==> src/rtl/sr_bank_register.sv <==
// Segment/bank register supplying the upper address bits for banked operands,
// with load/inc/dec and a LIFO save stack for call/interrupt entry and exit.
module sr_bank_register #(
  parameter int                 SR_W        = 4,
  parameter int                 STACK_DEPTH = 4,
  parameter logic [SR_W-1:0]    RESET_VAL   = '0
) (
  input  logic            clk,
  input  logic            res_n,
  input  logic            sr_wr_en,
  input  logic [SR_W-1:0] sr_wr_data,
  input  logic            sr_inc,
  input  logic            sr_dec,
  input  logic            push,
  input  logic            pop,
  input  logic            err_clr,
  output logic [SR_W-1:0] sr_value,
  output logic            stack_full,
  output logic            stack_empty,
  output logic            stack_err
);

  localparam int CNT_W = $clog2(STACK_DEPTH + 1);
  localparam int IDX_W = (STACK_DEPTH > 1) ? $clog2(STACK_DEPTH) : 1;
  localparam logic [CNT_W-1:0] DEPTH_C = CNT_W'(STACK_DEPTH);

  logic [SR_W-1:0]  sr_q;
  logic [SR_W-1:0]  sr_next;
  logic [CNT_W-1:0] count_q;
  logic             err_q;
  logic [SR_W-1:0]  stack_mem [STACK_DEPTH];

  logic             do_push;
  logic             do_pop;
  logic             err_event;
  logic [IDX_W-1:0] wr_idx;
  logic [IDX_W-1:0] top_idx;

  function automatic logic [SR_W-1:0] sr_wrap_inc(input logic [SR_W-1:0] v);
    return v + SR_W'(1);
  endfunction

  function automatic logic [SR_W-1:0] sr_wrap_dec(input logic [SR_W-1:0] v);
    return v - SR_W'(1);
  endfunction

  assign stack_full  = (count_q == DEPTH_C);
  assign stack_empty = (count_q == '0);

  // A simultaneous push and pop is treated as illegal and leaves the stack alone.
  always_comb begin
    do_push   = push & ~pop & ~stack_full;
    do_pop    = pop & ~push & ~stack_empty;
    err_event = (push & pop) | (push & ~pop & stack_full) | (pop & ~push & stack_empty);
    wr_idx    = IDX_W'(count_q);
    top_idx   = IDX_W'(count_q - CNT_W'(1));
  end

  // A successful restore beats any same-cycle load/inc/dec of the SR.
  always_comb begin
    sr_next = sr_q;
    if (do_pop)
      sr_next = stack_mem[top_idx];
    else if (sr_wr_en)
      sr_next = sr_wr_data;
    else if (sr_inc && !sr_dec)
      sr_next = sr_wrap_inc(sr_q);
    else if (sr_dec && !sr_inc)
      sr_next = sr_wrap_dec(sr_q);
  end

  always_ff @(posedge clk) begin
    if (!res_n) begin
      sr_q    <= RESET_VAL;
      count_q <= '0;
      err_q   <= 1'b0;
    end else begin
      sr_q <= sr_next;
      if (do_push)
        count_q <= count_q + CNT_W'(1);
      else if (do_pop)
        count_q <= count_q - CNT_W'(1);
      if (err_event)
        err_q <= 1'b1;
      else if (err_clr)
        err_q <= 1'b0;
    end
  end

  // Stack storage holds the pre-update SR; contents need no reset.
  always_ff @(posedge clk) begin
    if (res_n && do_push)
      stack_mem[wr_idx] <= sr_q;
  end

  assign sr_value  = sr_q;
  assign stack_err = err_q;

endmodule
==> config.mk <==
export PLATFORM = sky130hd
export DESIGN_NAME = sr_bank_register
export DESIGN_NICKNAME = d
export VERILOG_FILES = /design/src/rtl/sr_bank_register.sv
export SDC_FILE = /design/constraint.sdc
export NUM_CORES = 1
export LEC_CHECK = 0
export ABC_AREA = 0
export BUFFER_PORTS_ARGS = -buffer_cell sky130_fd_sc_hd__buf_2
export CAP_MARGIN = 20
export CORE_MARGIN = 5
export CORE_UTILIZATION = 55
export CTS_CLUSTER_DIAMETER = 200
export DETAILED_ROUTE_END_ITERATION = 6
export PLACE_DENSITY = 0.75
export SLEW_MARGIN = 15
export SYNTH_ARGS = -nofsm -noshare
export SYNTH_HDL_FRONTEND = slang
export SYNTH_SLANG_ARGS = --single-unit
==> constraint.sdc <==
create_clock -name clk -period 2.8 [get_ports clk]
set_input_delay 0.56 -clock clk [delete_from_list [all_inputs] [get_ports clk]]
set_output_delay 0.56 -clock clk [all_outputs]
set_load 0.01 [all_outputs]
==> reports/metrics.cfg, run 1 <==
[cts]
cts.repair.resized=0
post_cts_buffers=0
clock_sinks=24
cts_root_buf=clkbuf_4
cts_tree=built
clk_latency_ns=0.31
clockBufferDepth=2
holdBufCountCts=0
htreeDepth=1
numCtsBuffers=3
clkTransAtPathRegs_ns=0.13

[timing]
finalSetupTns_ns=0
setup_viol=0
slew_violations=0
slew_headroom=0.698
clock_skew_ns=0.00230
fmax_mhz=438
hold-worst-slack_ns=0.498
worstMarginPinSlew_ns=0.451
hold_viol=0
rsz0062_at_grt=false
fin_crit_ns=2.28
fin_crit_sh=0.815

[worst_setup_path]
path_max_fanout=9
r2r_cells=5
cp-end-kind=flop
worstPathRequired_ns=2.81
crit_type=flop to flop
arrival_ns=2.30
timing.reg2reg.setup_slack_ns=0.52
start_kind=flop

[synth]
syn_avg_cell_area_sq_um=13.1
yosysUniqueCellTypes=35
synth-edff-count=16
seq_area_frac_synth=0.515
synth_nets=116
ys_ff_latch=24
synth_warnings=0
synthArstFlopShare=0
synth-main-ff-cell=edfxtp_1
synth_cells=95
synth_top_cell_by_area=edfxtp_1
synth_top_area_share=0.386
synth_area_sq_um=1240
synth_area_leaders=edfxtp_1 39%, dfxtp_1 13%, ha_1 8.0%, mux4_1 6.3%, and3_1 3.5%

[die]
die_h_um=57.6
core_sq_um=2190
die_w_um=57.6
die_area_sq_um=3310
io_pins=19
core.rowCount=17
start_util=0.568

[layout]
n_antenna_cell=0
layout-drive-gt1-share=0.246
fin_nets=136
final_common_cell=buf_2
syn_to_final_growth_pct=10.7
layout_common_cells=18 x buf_2, 16 x edfxtp_1, 8 x ha_1, 8 x dfxtp_1

[global_route]
busiest_layer=met2
antenna_found_initial=0
use_met2=0.282
grt_pass1_wl_um=4090
first_global_vias=864
overflow=0
track_usage=0.165
grt_use_met3=0.0430
grt_max_degree=15
use_met1=0.199

[worst_hold_path]
min_path_cells=2
hold_class=flop to flop

[route]
firstDrtPassIters=4
via_per_inst=5.66
drc_errors=0
postRouteAntennaNets=0
finalWirelength_um=2390
wl_per_cell_um=16.8
first_iter_violations=16
dr_total_vias=804

[flow_run]
drv_cap=0

[place]
io_buffer_count=18
dp_hpwl_um=1830
gp_congestion=0.705

[power_and_ir_drop]
ir_worst_vdd_mv=0.386
p_leak_nw=0.596
power_density_nw_per_um2=545

[status]
status=completed

-- cells in the mapped netlist (all sizes together), types with 2 or more instances --
| cell type | number |
|---|---|
| dfxtp | 8 |
| ha | 8 |
| nand2 | 4 |
| buf | 2 |
| xnor2 | 2 |
| nor2b | 2 |
| and3 | 7 |
| nand2b | 2 |
| a21oi | 5 |
| mux2i | 4 |
| inv | 7 |
| o21ai | 5 |
| nand3 | 3 |
| mux4 | 4 |
| edfxtp | 16 |
-- sequential cells by signal (all words and copies together), names as in the netlist --
signal / flops
sr_value: 4
count_q: 3
stack_mem: 16
stack_err: 1
-- power breakdown --
| part | switching, mW | internal [mW] |
|---|---|---|
| logic | 0.0856 | 0.0840 |
| clock network | 0.100 | 0.0521 |
| registers | 0.0262 | 0.402 |
-- stage by stage --
step           utilization  instances  power [mW]  area (sq um)  worst slack, ns
2_1_floorplan            -         95       0.555          1240            0.655
3_3_place_gp         0.617        138       0.599          1350            0.523
3_5_place_dp         0.617        138       0.609          1350            0.444
4_1_cts              0.629        142       0.760          1380            0.505
5_1_grt              0.629        142       0.798          1380            0.321
6_report             0.629        142       0.750          1380            0.517
-- cell type report --
| type | count | area (sq um) |
|---|---|---|
| sequential | 24 | 641 |
| timing repair buffer | 18 | 90.1 |
| inverter | 7 | 26.3 |
| fill | 178 | 813 |
| clock buffer | 3 | 22.5 |
| multi-input combinational | 61 | 559 |
| clock inverter | 1 | 3.75 |
| tap | 28 | 35.0 |
-- path summary, 6_finish.rpt --
path                                start                        end
hold reg to reg   count_q[2]$_SDFFE_PN0P_    count_q[2]$_SDFFE_PN0P_
setup / recovery  count_q[0]$_SDFFE_PN0P_  stack_mem[1][2]$_DFFE_PP_
setup reg to reg  count_q[0]$_SDFFE_PN0P_  stack_mem[1][2]$_DFFE_PP_
hold / removal    count_q[2]$_SDFFE_PN0P_    count_q[2]$_SDFFE_PN0P_
-- layer usage --
| metal | part of all wire | vias to the layer above |
|---|---|---|
| met5 | 0 | - |
| met4 | 0.022 | 0 |
| met3 | 0.040 | 6 |
| met2 | 0.51 | 20 |
| met1 | 0.42 | 383 |
| li1 | - | 395 |
-- worst max-delay path, stage by stage, from the launching register on --
cell     delay, ns
dfxtp_1       0.59
inv_1         0.16
ha_1          0.27
and2_2        0.23
nor3_2        0.35
and3_1        0.38
-- cell families (layout without fill, tap and decap cells) --
family / Yosys count / after routing / synth area share
flip-flops: 24 / 24 / 0.515
buffers and inverters: 10 / 29 / 0.0362
AND/OR/NAND/NOR: 23 / 23 / 0.120
AO/OA/AOI/OAI: 17 / 17 / 0.0895
XOR/XNOR: 3 / 3 / 0.0211
adder cells (fa/ha/maj): 9 / 9 / 0.0965
multiplexers: 9 / 9 / 0.123
Power figures use the tool's default switching activity.
==> run 2: changes to the inputs <==
--- a/config.mk
+++ b/config.mk
@@ -9,10 +9,10 @@
 export BUFFER_PORTS_ARGS = -buffer_cell sky130_fd_sc_hd__buf_2
 export CAP_MARGIN = 20
 export CORE_MARGIN = 5
-export CORE_UTILIZATION = 55
+export CORE_UTILIZATION = 49
 export CTS_CLUSTER_DIAMETER = 200
 export DETAILED_ROUTE_END_ITERATION = 6
-export PLACE_DENSITY = 0.75
+export PLACE_DENSITY = 0.7
 export SLEW_MARGIN = 15
 export SYNTH_ARGS = -nofsm -noshare
 export SYNTH_HDL_FRONTEND = slang
==> constraint.sdc (replaced) <==
create_clock -name clk -period 2.1 [get_ports clk]
set_input_delay 0.42 -clock clk [delete_from_list [all_inputs] [get_ports clk]]
set_output_delay 0.42 -clock clk [all_outputs]
set_load 0.01 [all_outputs]
==> reports/metrics.cfg, run 2 (synthesis gave the netlist of run 1 again) <==
[layout]
layout.cells.non_filler=147  ; was 142
layout-drive-gt1-share=0.274  ; was 0.246
finalInstanceArea_sq_um=1440  ; was 1380 sq um
n_antenna_cell=0  ; unchanged
layout_common_cells=18 x buf_2, 16 x edfxtp_1, 8 x ha_1, 8 x dfxtp_1  ; unchanged
final_common_cell=buf_2  ; unchanged
largest-register=stack_mem  ; unchanged
syn_to_final_growth_pct=15.3  ; was 10.7%
fin_nets=139  ; was 136
largest_reg_flops=16  ; unchanged

[worst_setup_path]
crit_type=flop to flop  ; unchanged
worstPathCellList=inv_1 -> ha_1 -> and2_2 -> nor3_4 -> and3_1  ; was inv_1 -> ha_1 -> and2_2 -> nor3_2 -> and3_1
arrival_ns=1.87  ; was 2.30 ns
worstPathRequired_ns=2.10  ; was 2.81 ns
cp-end-kind=flop  ; unchanged
slowest_stage=dfxtp_1  ; unchanged
reg2reg_from=count_q[1]$_SDFFE_PN0P_  ; was count_q[0]$_SDFFE_PN0P_
r2r_cells=5  ; unchanged
slowest_delay_ns=0.40  ; was 0.59 ns
timing.reg2reg.setup_slack_ns=0.23  ; was 0.52 ns
start_kind=flop  ; unchanged
r2r_end=stack_mem[3][3]$_DFFE_PP_  ; was stack_mem[1][2]$_DFFE_PP_
path_max_fanout=9  ; unchanged

[timing]
hold-worst-slack_ns=0.414  ; was 0.498 ns
fin_crit_ns=1.87  ; was 2.28 ns
rsz0062_at_grt=false  ; unchanged
fin_crit_sh=0.888  ; was 0.815
clock_skew_ns=0.00340  ; was 0.00230 ns
slew_violations=0  ; unchanged
hold_viol=0  ; unchanged
slew_headroom=0.797  ; was 0.698
setup_viol=0  ; unchanged
worstMarginPinSlew_ns=0.305  ; was 0.451 ns
fmax_mhz=536  ; was 438 MHz

[place]
gp_congestion=0.790  ; was 0.705
io_buffer_count=18  ; unchanged
place_area_sq_um=1380  ; was 1350 sq um
dp_cells=143  ; was 138
dp_hpwl_um=1750  ; was 1830 um

[cts]
clockBufferDepth=2  ; unchanged
clkTransAtPathRegs_ns=0.13  ; about the same
numCtsBuffers=3  ; unchanged
clock_sinks=24  ; unchanged
holdBufCountCts=0  ; unchanged
cts_tree=built  ; unchanged
htreeDepth=1  ; unchanged
clk_latency_ns=0.30  ; was 0.31 ns
cts_root_buf=clkbuf_4  ; unchanged

[die]
core_sq_um=2450  ; was 2190 sq um
start_util=0.507  ; was 0.568
die_area_sq_um=3650  ; was 3310 sq um
die_w_um=60.4  ; was 57.6 um
core.rowCount=18  ; was 17
io_pins=19  ; unchanged
die_h_um=60.4  ; was 57.6 um

[route]
firstDrtPassIters=4  ; unchanged
dr_total_vias=808  ; was 804
finalWirelength_um=2200  ; was 2390 um
first_iter_violations=19  ; was 16
via_per_inst=5.50  ; was 5.66
postRouteAntennaNets=0  ; unchanged
wl_per_cell_um=15.0  ; was 16.8 um
drc_errors=0  ; unchanged

[global_route]
antenna_found_initial=0  ; unchanged
grt_max_degree=15  ; unchanged
first_global_vias=875  ; was 864
track_usage=0.144  ; was 0.165
overflow=0  ; unchanged
grt_pass1_wl_um=3850  ; was 4090 um

[status]
status=completed  ; unchanged

[power_and_ir_drop]
ir_worst_vdd_mv=0.497  ; was 0.386 mV
power_density_nw_per_um2=788  ; was 545 nW/um^2
p_leak_nw=0.625  ; was 0.596 nW
finalPower_mw=1.13  ; was 0.750 mW

[worst_hold_path]
hold_end=sr_value[2]$_SDFFE_PN0P_  ; was count_q[2]$_SDFFE_PN0P_
hold_class=primary input to flop  ; was flop to flop
min_path_cells=3  ; was 2
hp-start=sr_wr_data[2]  ; was count_q[2]$_SDFFE_PN0P_

[flow_run]
drv_cap=0  ; unchanged

==> run 2: cell types whose count changed in the layout (fill, tap and decap cells not counted) <==
cell,previous run,this run
buf_4,0,3
bufinv_16,0,1
clkinv_1,1,0
nor3_2,1,0
nor3_4,0,1
==> run 2: layout make-up <==
class | count | area, sq um
clock inverter | 1 | 30.0
timing repair buffer | 21 | 113
inverter | 7 | 26.3
fill | 207 | 1020
clock buffer | 3 | 22.5
tap | 30 | 37.5
sequential | 24 | 641
multi-input combinational | 61 | 566
==> run 2: metrics by stage <==
step	setup TNS [ns]	util	worst slack (ns)
4_1_cts	0	0.582	0.126
2_1_floorplan	0	-	0.0954
3_3_place_gp	-0.0199	0.561	-0.0199
6_report	0	0.585	0.234
3_5_place_dp	-0.0916	0.561	-0.0916
5_1_grt	0	0.585	0.0992
==> run 2: timing repair <==
| item | in CTS | in global routing |
|---|---|---|
| setup buffers | 0 | 0 |
| endpoints found under the setup margin | 0 | 2 |
| resized for setup | 0 | 1 |
==> run 2: worst max-delay path by stage <==
stage	startpoint	endpoint	slack, ns	depth (start not counted)
after floorplan	sr_dec	sr_value[3]$_SDFFE_PN0P_	0.1	8
after global placement	sr_dec	sr_value[3]$_SDFFE_PN0P_	-0.02	9
after detailed placement	sr_dec	sr_value[3]$_SDFFE_PN0P_	-0.09	9
after CTS	count_q[1]$_SDFFE_PN0P_	stack_mem[3][2]$_DFFE_PP_	0.13	5
after global routing	count_q[1]$_SDFFE_PN0P_	stack_mem[3][3]$_DFFE_PP_	0.1	5
final	count_q[1]$_SDFFE_PN0P_	stack_mem[3][3]$_DFFE_PP_	0.23	5
==> run 2: worst max-delay path, delay by kind of cell (launching register included) <==
family,cells,cell delay (ns)
and+or+nand+nor,3,0.82
DFF,1,0.40
adders and majority gates,1,0.25
buffers and inverters,1,0.11
==> run 2: power breakdown <==
group	internal, mW	total, mW	switching (mW)
Combinational	0.121	0.244	0.123
Clock	0.193	0.322	0.130
Sequential	0.536	0.565	0.0282
Total	0.850	1.13	0.281
==> run 2: per-layer routing <==
layer | GRT usage | vias up | routed length [um]
met5 | 0 | - | 0
met2 | 0.242 | 20 | 1120
met4 | 0.0665 | 0 | 27
met1 | 0.186 | 383 | 967
li1 | - | 403 | -
met3 | 0.0149 | 2 | 84
